<file path="src/rtl/button_conditioner.sv">
// rtl/button_conditioner.sv - three-channel push-button synchroniser/debouncer with serial-bit strobe merge.
// Optional auto-repeat on the data buttons is compiled in with `define BUTTON_AUTOREPEAT_EN.

module button_channel #(
    parameter int DEBOUNCE_CYCLES = 250000,
    parameter int CNT_W           = 18,
    parameter int ACTIVE_LOW      = 1
`ifdef BUTTON_AUTOREPEAT_EN
    ,
    parameter int REPEAT_DELAY    = 25000000,
    parameter int REPEAT_PERIOD   = 10000000,
    parameter bit REPEAT_EN       = 1'b1
`endif
) (
    input  logic clk,
    input  logic rst,
    input  logic raw,
    output logic level,
    output logic pulse
);

    typedef enum logic [1:0] {
        IDLE   = 2'd0,
        CHK_HI = 2'd1,
        HELD   = 2'd2,
        CHK_LO = 2'd3
    } state_t;

    // The count includes the sample that moves the FSM out of IDLE/HELD,
    // so the terminal value is one less than the required stable run.
    localparam logic [CNT_W-1:0] CNT_LAST = CNT_W'(DEBOUNCE_CYCLES - 1);
    localparam logic [CNT_W-1:0] CNT_ONE  = CNT_W'(1);

    state_t           state_q, state_d;
    logic [CNT_W-1:0] cnt_q, cnt_d;
    logic             s1_q, s1_d;
    logic             s2_q, s2_d;
    logic             level_q, level_d;
    logic             pulse_q, pulse_d;
    logic             press;

`ifdef BUTTON_AUTOREPEAT_EN
    localparam int HOLD_MAX = (REPEAT_DELAY > REPEAT_PERIOD) ? REPEAT_DELAY : REPEAT_PERIOD;
    localparam int HOLD_W   = $clog2(HOLD_MAX + 1);
    localparam logic [HOLD_W-1:0] HOLD_ONE    = HOLD_W'(1);
    localparam logic [HOLD_W-1:0] HOLD_DELAY  = HOLD_W'(REPEAT_DELAY);
    localparam logic [HOLD_W-1:0] HOLD_PERIOD = HOLD_W'(REPEAT_PERIOD);

    logic [HOLD_W-1:0] hold_q, hold_d;
    logic              rep_q, rep_d;
    logic              repeat_hit;
    logic [HOLD_W-1:0] hold_inc;
`endif

    always_ff @(posedge clk) begin
        if (rst) begin
            state_q <= IDLE;
            cnt_q   <= '0;
            s1_q    <= 1'b0;
            s2_q    <= 1'b0;
            level_q <= 1'b0;
            pulse_q <= 1'b0;
`ifdef BUTTON_AUTOREPEAT_EN
            hold_q  <= '0;
            rep_q   <= 1'b0;
`endif
        end else begin
            state_q <= state_d;
            cnt_q   <= cnt_d;
            s1_q    <= s1_d;
            s2_q    <= s2_d;
            level_q <= level_d;
            pulse_q <= pulse_d;
`ifdef BUTTON_AUTOREPEAT_EN
            hold_q  <= hold_d;
            rep_q   <= rep_d;
`endif
        end
    end

    always_comb begin
        s1_d    = (ACTIVE_LOW != 0) ? ~raw : raw;
        s2_d    = s1_q;
        state_d = state_q;
        cnt_d   = cnt_q;
        level_d = level_q;
        press   = 1'b0;

        case (state_q)
            IDLE: begin
                if (s2_q) begin
                    if (CNT_LAST == '0) begin
                        state_d = HELD;
                        level_d = 1'b1;
                        press   = 1'b1;
                    end else begin
                        state_d = CHK_HI;
                        cnt_d   = CNT_ONE;
                    end
                end
            end
            CHK_HI: begin
                if (!s2_q) begin
                    state_d = IDLE;
                    cnt_d   = '0;
                end else if (cnt_q >= CNT_LAST) begin
                    state_d = HELD;
                    cnt_d   = '0;
                    level_d = 1'b1;
                    press   = 1'b1;
                end else begin
                    cnt_d = cnt_q + CNT_ONE;
                end
            end
            HELD: begin
                if (!s2_q) begin
                    if (CNT_LAST == '0) begin
                        state_d = IDLE;
                        level_d = 1'b0;
                    end else begin
                        state_d = CHK_LO;
                        cnt_d   = CNT_ONE;
                    end
                end
            end
            CHK_LO: begin
                if (s2_q) begin
                    state_d = HELD;
                    cnt_d   = '0;
                end else if (cnt_q >= CNT_LAST) begin
                    state_d = IDLE;
                    cnt_d   = '0;
                    level_d = 1'b0;
                end else begin
                    cnt_d = cnt_q + CNT_ONE;
                end
            end
            default: begin
                state_d = IDLE;
                cnt_d   = '0;
                level_d = 1'b0;
            end
        endcase
    end

`ifdef BUTTON_AUTOREPEAT_EN
    // Hold timer only advances while the debounced key stays in HELD;
    // any other state drops it back to zero and re-arms the long first delay.
    always_comb begin
        hold_d     = '0;
        rep_d      = 1'b0;
        repeat_hit = 1'b0;
        hold_inc   = hold_q + HOLD_ONE;
        if (REPEAT_EN && (state_q == HELD) && s2_q) begin
            hold_d = hold_inc;
            rep_d  = rep_q;
            if (!rep_q && (hold_inc == HOLD_DELAY)) begin
                repeat_hit = 1'b1;
                hold_d     = '0;
                rep_d      = 1'b1;
            end else if (rep_q && (hold_inc == HOLD_PERIOD)) begin
                repeat_hit = 1'b1;
                hold_d     = '0;
            end
        end
        pulse_d = press | repeat_hit;
    end
`else
    always_comb begin
        pulse_d = press;
    end
`endif

    assign level = level_q;
    assign pulse = pulse_q;

endmodule

module button_conditioner #(
    parameter int DEBOUNCE_CYCLES = 250000,
    parameter int CNT_W           = 18,
    parameter int ACTIVE_LOW      = 1
`ifdef BUTTON_AUTOREPEAT_EN
    ,
    parameter int REPEAT_DELAY    = 25000000,
    parameter int REPEAT_PERIOD   = 10000000
`endif
) (
    input  logic clk,
    input  logic rst,
    input  logic but0_raw,
    input  logic but1_raw,
    input  logic start_raw,
    output logic but0_level,
    output logic but1_level,
    output logic start_level,
    output logic but0_pulse,
    output logic but1_pulse,
    output logic start_pulse,
    output logic bit_valid,
    output logic bit_value,
    output logic conflict
);

`ifdef BUTTON_AUTOREPEAT_EN
    button_channel #(
        .DEBOUNCE_CYCLES(DEBOUNCE_CYCLES), .CNT_W(CNT_W), .ACTIVE_LOW(ACTIVE_LOW),
        .REPEAT_DELAY(REPEAT_DELAY), .REPEAT_PERIOD(REPEAT_PERIOD), .REPEAT_EN(1'b1)
    ) u_but0 (
        .clk(clk), .rst(rst), .raw(but0_raw), .level(but0_level), .pulse(but0_pulse)
    );

    button_channel #(
        .DEBOUNCE_CYCLES(DEBOUNCE_CYCLES), .CNT_W(CNT_W), .ACTIVE_LOW(ACTIVE_LOW),
        .REPEAT_DELAY(REPEAT_DELAY), .REPEAT_PERIOD(REPEAT_PERIOD), .REPEAT_EN(1'b1)
    ) u_but1 (
        .clk(clk), .rst(rst), .raw(but1_raw), .level(but1_level), .pulse(but1_pulse)
    );

    button_channel #(
        .DEBOUNCE_CYCLES(DEBOUNCE_CYCLES), .CNT_W(CNT_W), .ACTIVE_LOW(ACTIVE_LOW),
        .REPEAT_DELAY(REPEAT_DELAY), .REPEAT_PERIOD(REPEAT_PERIOD), .REPEAT_EN(1'b0)
    ) u_start (
        .clk(clk), .rst(rst), .raw(start_raw), .level(start_level), .pulse(start_pulse)
    );
`else
    button_channel #(
        .DEBOUNCE_CYCLES(DEBOUNCE_CYCLES), .CNT_W(CNT_W), .ACTIVE_LOW(ACTIVE_LOW)
    ) u_but0 (
        .clk(clk), .rst(rst), .raw(but0_raw), .level(but0_level), .pulse(but0_pulse)
    );

    button_channel #(
        .DEBOUNCE_CYCLES(DEBOUNCE_CYCLES), .CNT_W(CNT_W), .ACTIVE_LOW(ACTIVE_LOW)
    ) u_but1 (
        .clk(clk), .rst(rst), .raw(but1_raw), .level(but1_level), .pulse(but1_pulse)
    );

    button_channel #(
        .DEBOUNCE_CYCLES(DEBOUNCE_CYCLES), .CNT_W(CNT_W), .ACTIVE_LOW(ACTIVE_LOW)
    ) u_start (
        .clk(clk), .rst(rst), .raw(start_raw), .level(start_level), .pulse(start_pulse)
    );
`endif

    // Two simultaneous data presses are ambiguous, so neither becomes a bit.
    assign bit_valid = but0_pulse ^ but1_pulse;
    assign bit_value = but1_pulse;
    assign conflict  = but0_pulse & but1_pulse;

endmodule

</file>
<file path="config.mk">
export PLATFORM = sky130hd
export DESIGN_NAME = button_conditioner
export DESIGN_NICKNAME = d
export VERILOG_FILES = /design/src/rtl/button_conditioner.sv
export SDC_FILE = /design/constraint.sdc
export NUM_CORES = 1
export LEC_CHECK = 0
export BUFFER_PORTS_ARGS = -buffer_cell sky130_fd_sc_hd__buf_2
export CAP_MARGIN = 20
export CORE_ASPECT_RATIO = 1.25
export CORE_UTILIZATION = 69
export CTS_BUF_LIST = sky130_fd_sc_hd__clkbuf_4 sky130_fd_sc_hd__clkbuf_8
export DETAILED_ROUTE_END_ITERATION = 7
export PLACE_DENSITY_LB_ADDON = 0.2
export SYNTH_ARGS = -nofsm -noshare
export SYNTH_HDL_FRONTEND = slang
export SYNTH_SLANG_ARGS = --single-unit
</file>
<file path="constraint.sdc">
create_clock -name clk -period 3.5 [get_ports clk]
set_input_delay 0.175 -clock clk [delete_from_list [all_inputs] [get_ports clk]]
set_output_delay 0.175 -clock clk [all_outputs]
set_load 0.01 [all_outputs]
</file>
# After elaboration in Yosys (flattened, before gate mapping)
# Index checks and enable logic that the tools add are counted.
# totals
regBits	72
input_bits	5
out_inout_bits	9
wordCells	143
# classes
addsub	3
n_lt_le_gt_ge	3
n_eq_ne	33
muxes	57
bitwise_logic	11
reduce_logical	18
# ops
op	count
two-way mux 18 bit	15
one-hot mux 18 bit (4 select lines)	3
adder 18 x 1 -> 18 bit (second input constant)	3
greater-or-equal comparator 18 bit (second input constant)	3
two-way mux 2 bit	18
!= test 2 x 1 -> 1 bit (second input constant)	12
one-hot mux 2 bit (4 select lines)	3
two-way mux 1 bit	15
AND reduction 5 bit	3
== test 2 bit (second input constant)	6
!= test 2 bit (second input constant)	6
AND reduction 4 bit	3
!= test 3 x 1 -> 1 bit (second input constant)	3
!= test 3 bit (second input constant)	3
inverter 1 bit	9
OR reduction 3 bit	3
== test 2 x 1 -> 1 bit (second input constant)	3
logical NOT 2 bit	3
one-hot mux 1 bit (2 select lines)	3
AND reduction 2 bit	3
nonzero test 2 bit	3
AND 1 bit	1
bitwise XOR 1 bit	1

# Depth between registers and ports, before layout
# depth
word_depth	4
mapped_depth	8
depth_no_buf	6

# Hierarchy
# A second synthesis with hierarchy kept.
# unflattened
hier_cells	450
area_unflattened_um2	3813.7
# modules_own_cells
mod	n_inst	cells_each	area_each_um2	seq_area_each_um2
button_channel at u_but0 ...	2	153	1287.5	480.5
button_channel at u_start	1	142	1218.7	480.5
button_conditioner	1	2	20.0	0.0

# Least setup slack after synthesis
# OpenSTA, ideal clock, no wires.
# synth_timing
kind	reg-to-reg
startpoint	reg u_start.cnt_q[0]
endpoint	reg u_start.cnt_q[13]
setup_ns	0.074
t_arrival_ns	2.025
required_time_ns	3.426
slack_ns	1.401
stages_incl_launch_ff	9
n_path_buf	2
synth_period_minus_slack_ns	2.099
path_cell_list	dfxtp_1 > ha_1 > and3_1 > o41a_1 > o31ai_1 > buf_2 > buf_2 > nand3_1 > a31oi_1
# synth_via
elab_chain_cells	4
elab_cells_between_ends	6
classes_between	1 x add/sub; 1 x order compare; 4 x mux
# synth_lines
item	line_no	text
from (decl)	35	logic [CNT_W-1:0] cnt_q, cnt_d;
from (signal assigned)	69	cnt_q <= cnt_d;
adder 18 x 1 -> 18 bit or greater-or-equal comparator 18 bit (tied branches)	n/a	
two-way mux 18 bit *	106, 130	
two-way mux 18 bit (on tied branches)	127, 103	
one-hot mux 18 bit (4 select lines) *	89	case (state_q)
# Every way passes the cells marked *; elsewhere a longest branch is shown, timed or not.
# A chain may end at the register's enable or synchronous reset.

# Final worst setup path
# layout_timing
startpoint	reg u_start.cnt_q[0]
endpoint	reg u_start.cnt_q[10]
# Same word-level chain as after synthesis.

==> metrics.md <==
| Metric | Value |
|---|---|
| Critical Path Source Type | register |
| Number of antenna violations at the first check in global routing | 0 |
| Global routing usage summed across all routing layers | between 30% and 40% |
| Area share of and/or/nand/nor cells after synthesis | about 28% |
| Fraction of power spent switching nets | 22.3% |
| Outcome | completed |
| I/O pin count | 14 |
| Switching power of the nets | 366 µW |
| Initial core utilization | 71.5% |
| Worst-case headroom to the max-slew limit | 34.1% |
| Synth warnings | 0 |
| Count of non-filler cells in the finished layout | a little over 500 |
| Part of the total power dissipated in the clock network | a little under half |
| Highest clock frequency the design can meet | 390 MHz |
| Remaining Overflow, GRT | 0 |
| Number of nets still failing antenna checks after routing | 0 |
| Via count normalized by instance count | about 6.5 |
| Top FF cell, synth | sky130_fd_sc_hd__dfxtp_1 |
| Area of the mapped netlist | 3610 µm² |
| Via count of the first global-routing pass | 3,067 |
| Global-route wire length before repair | roughly 13,000 µm |
| Setup Skew | 0.0128 ns |
| Synthesized area per cell | about 8.3 µm² |
| Weighted congestion reported at the end of routability-driven placement | ~0.86 |
| Path class of the lowest-slack min-delay path | in2reg |
| Power density over the cells | 415 nW/µm² |
| CTS tree | yes |
| Violation count after the first detailed-routing iteration | between 200 and 250 |
| Die W | ~67 µm |
| Largest net degree at the start of global routing | 29 |
| Async SR Flop Fraction | 0% |
| Setup_tns | 0 ns |
| Fin. max-slew vios | 0 |
| Number of buffers added by the clock tree synthesis step | 9 |
| Multi-input gate area in the final layout | about 2000 µm² |
| Kind of critical path | reg2reg |
| Clock slew at reported path FFs | roughly 0.080 ns |
| Count of H-tree levels built during CTS | 3 |
| Clock root buffer master | sky130_fd_sc_hd__clkbuf_8 |
| Leakage power figure | 1.41 nW |
| Wirelength per Cell | 15.6 µm |
| Worst vdd rail ir drop | 0.000348 V |
| Cell count after placement | a little under 500 |
| Dominant combinational cell family by area after synthesis | simple AND/OR/NAND/NOR gates |
| DRC viols | 0 |
| Count of distinct cell types in the synthesized netlist | 61 |
| Mux share of post-synthesis cell area | 3.05% |
| Shortest period the worst path allows | around 2.6 ns |
| Largest cells by area after synthesis | sky130_fd_sc_hd__dfxtp_1 40%, sky130_fd_sc_hd__nand3_1 5.1%, sky130_fd_sc_hd__nand2_1 4.7%, sky130_fd_sc_hd__a31oi_1 4.5%, sky130_fd_sc_hd__nor2_1 3.5% |
| Nets | 453 |
| Area of the die | 5520 µm² |
| Compound-gate portion of the synthesized area | 20.4% |
| Maximum root-to-sink buffer count | 2 |
| Number of standard-cell rows in the floorplan | 29 |
| Fraction of the yosys area taken by sequential cells | 39.9% |
| Count of TritonRoute iterations in the first routing pass | 5 |
| Floorplan core area | just over 5000 µm² |
| Largest registers | u_but0.cnt_q (18), u_but1.cnt_q (18), u_start.cnt_q (18) |
| Count of max-cap constraint violations | 0 |
| Mapped Cells | 434 |
| Post-synthesis share of cell area spent on xor and xnor gates | 3.16% |
| Proportion of layout cells with a drive suffix above 1 | 12.2% |
| Source-to-sink clock delay at the later pin of the worst-skew pair | around 0.35 ns |
| Number of flip-flops and latches in the synthesized netlist | 72 |
| Routed WL | 8000 µm |
| Fill count | between 300 and 400 |
| Share of Yosys cell area claimed by the top area cell type | 39.9% |
| Worst-Margin Slew | 0.989 ns |
| Internal power of the cells | 1.28 mW |
| Final cycle utilization of the critical path | 73.3% |
| Die height | 82.9 µm |
| Critical path data arrival time | 2.85 ns |
| Adder and majority cell fraction of the synthesized area | 1.39% |
| Critical path capture point type | register |
| Sequential cell area | 1440 µm² |
| Cell taking the most area after synthesis | sky130_fd_sc_hd__dfxtp_1 |
| Net count of the mapped netlist | 443 |
| Port Buffers | 13 |
| Final setup violation count | 0 |
| Number of antenna cells inserted | 0 |
| Sink Count | 72 |
| Number of enable flip-flop cells after synthesis | 0 |
| Layout Area Growth over Synthesis | 9.78% |
| Critical path fanouts, max | 22 |
| Setup repair after global routing missed its margin | no |
| Data required, critical path | 3.79 ns |
| Logic pwr share | 3.7% |
| Detailed-placement wirelength estimate | 5160 µm |
| Final Hold Vio Count | 0 |
| Proportion of power drawn by flip-flops and latches | 50.8% |
| Total vias in the final route | roughly 3,300 |
-- timing repair --
item,in CTS,in global routing
hold buffers,3,0
setup buffers,0,0
resized for setup,0,0
hold endpoints to repair,3,0
-- metal layers --
layer | vias up | track usage, % | wire length, µm
li1 | 1634 | - | -
met1 | 1591 | 36.0 | 3540
met2 | 61 | 50.9 | 4090
met3 | 18 | 5.36 | 209
met4 | 0 | 15.1 | 157
met5 | - | 0 | 0
-- per-stage QoR --
step	area, µm²	hold WS [ns]	total power, mW	setup slack (ns)	util [%]
floorplan	3610	0.242	0.892	1.40	-
global placement	3710	0.325	0.906	1.02	73.5
detailed placement	3710	0.329	0.908	0.955	73.5
CTS	3960	0.266	1.64	0.950	78.5
global route	3960	0.295	1.69	0.756	78.5
finish	3960	0.268	1.64	0.935	78.5
-- layout make-up --
cell class | count | share of cell area, %
clock buffer | 11 | 3.66
clock inverter | 5 | 2.02
inverter | 14 | 1.33
multi-input combinational | 325 | 51.1
sequential | 72 | 36.4
tap | 62 | 1.96
timing repair buffer | 22 | 3.54
-- worst paths after layout --
| kind | depth (start not counted) | start | to | slack [ns] |
|---|---|---|---|---|
| setup / recovery | 6 | u_start.cnt_q[0] | u_start.cnt_q[10] | 0.94 |
| hold / removal | 2 | rst | u_start.s1_q | 0.27 |
| setup reg to reg | 6 | u_start.cnt_q[0] | u_start.cnt_q[10] | 0.94 |
| hold reg to reg | 1 | u_but1.s1_q | u_but1.s2_q | 0.46 |
-- cell usage after synthesis (11+ instances only) --
library cell	number
sky130_fd_sc_hd__a31oi_1	26
sky130_fd_sc_hd__inv_1	14
sky130_fd_sc_hd__nand2_1	45
sky130_fd_sc_hd__nor2_1	34
sky130_fd_sc_hd__nand4_1	19
sky130_fd_sc_hd__and3_1	14
sky130_fd_sc_hd__dfxtp_1	72
sky130_fd_sc_hd__nand3_1	37
sky130_fd_sc_hd__o21ai_0	15
sky130_fd_sc_hd__a21oi_1	20
sky130_fd_sc_hd__mux2i_1	11
sky130_fd_sc_hd__clkbuf_1	15
-- critical path, stage by stage, from the launching register on --
cell	delay, ns
sky130_fd_sc_hd__dfxtp_1	0.35
sky130_fd_sc_hd__ha_1	0.25
sky130_fd_sc_hd__and3_1	0.23
sky130_fd_sc_hd__o41a_1	0.36
sky130_fd_sc_hd__o31ai_4	0.69
sky130_fd_sc_hd__or3b_2	0.50
sky130_fd_sc_hd__mux2i_1	0.13
-- cells by family (layout without fill, tap and decap cells) --
logic type	Yosys count	after routing
xor gates and xnor gates	13	13
buffers and inverters	37	52
and+or+nand+nor	192	192
AOI/OAI and AO/OA	105	105
DFF	72	72
muxes	11	11
adders and majority gates	4	4
-- power by group through the flow --
stage / Clock, mW / Combinational (mW) / Sequential [mW]
2_1_floorplan: 0 / 0.0403 / 0.852
3_3_place_gp: 0 / 0.0534 / 0.853
3_5_place_dp: 0 / 0.0553 / 0.853
4_1_cts: 0.751 / 0.0587 / 0.834
5_1_grt: 0.785 / 0.0656 / 0.835
6_report: 0.748 / 0.0600 / 0.834
-- cells in the final DEF (no fill, tap or decap), drive strengths merged, types with 14 or more instances in the layout --
| cell | instances |
|---|---|
| buf | 19 |
| o21ai | 15 |
| and3 | 15 |
| nand2 | 45 |
| nand4 | 19 |
| dfxtp | 72 |
| nor2 | 34 |
| a21oi | 22 |
| inv | 14 |
| a31oi | 26 |
| nand3 | 37 |
No activity file was read; power rests on OpenSTA's default activity.
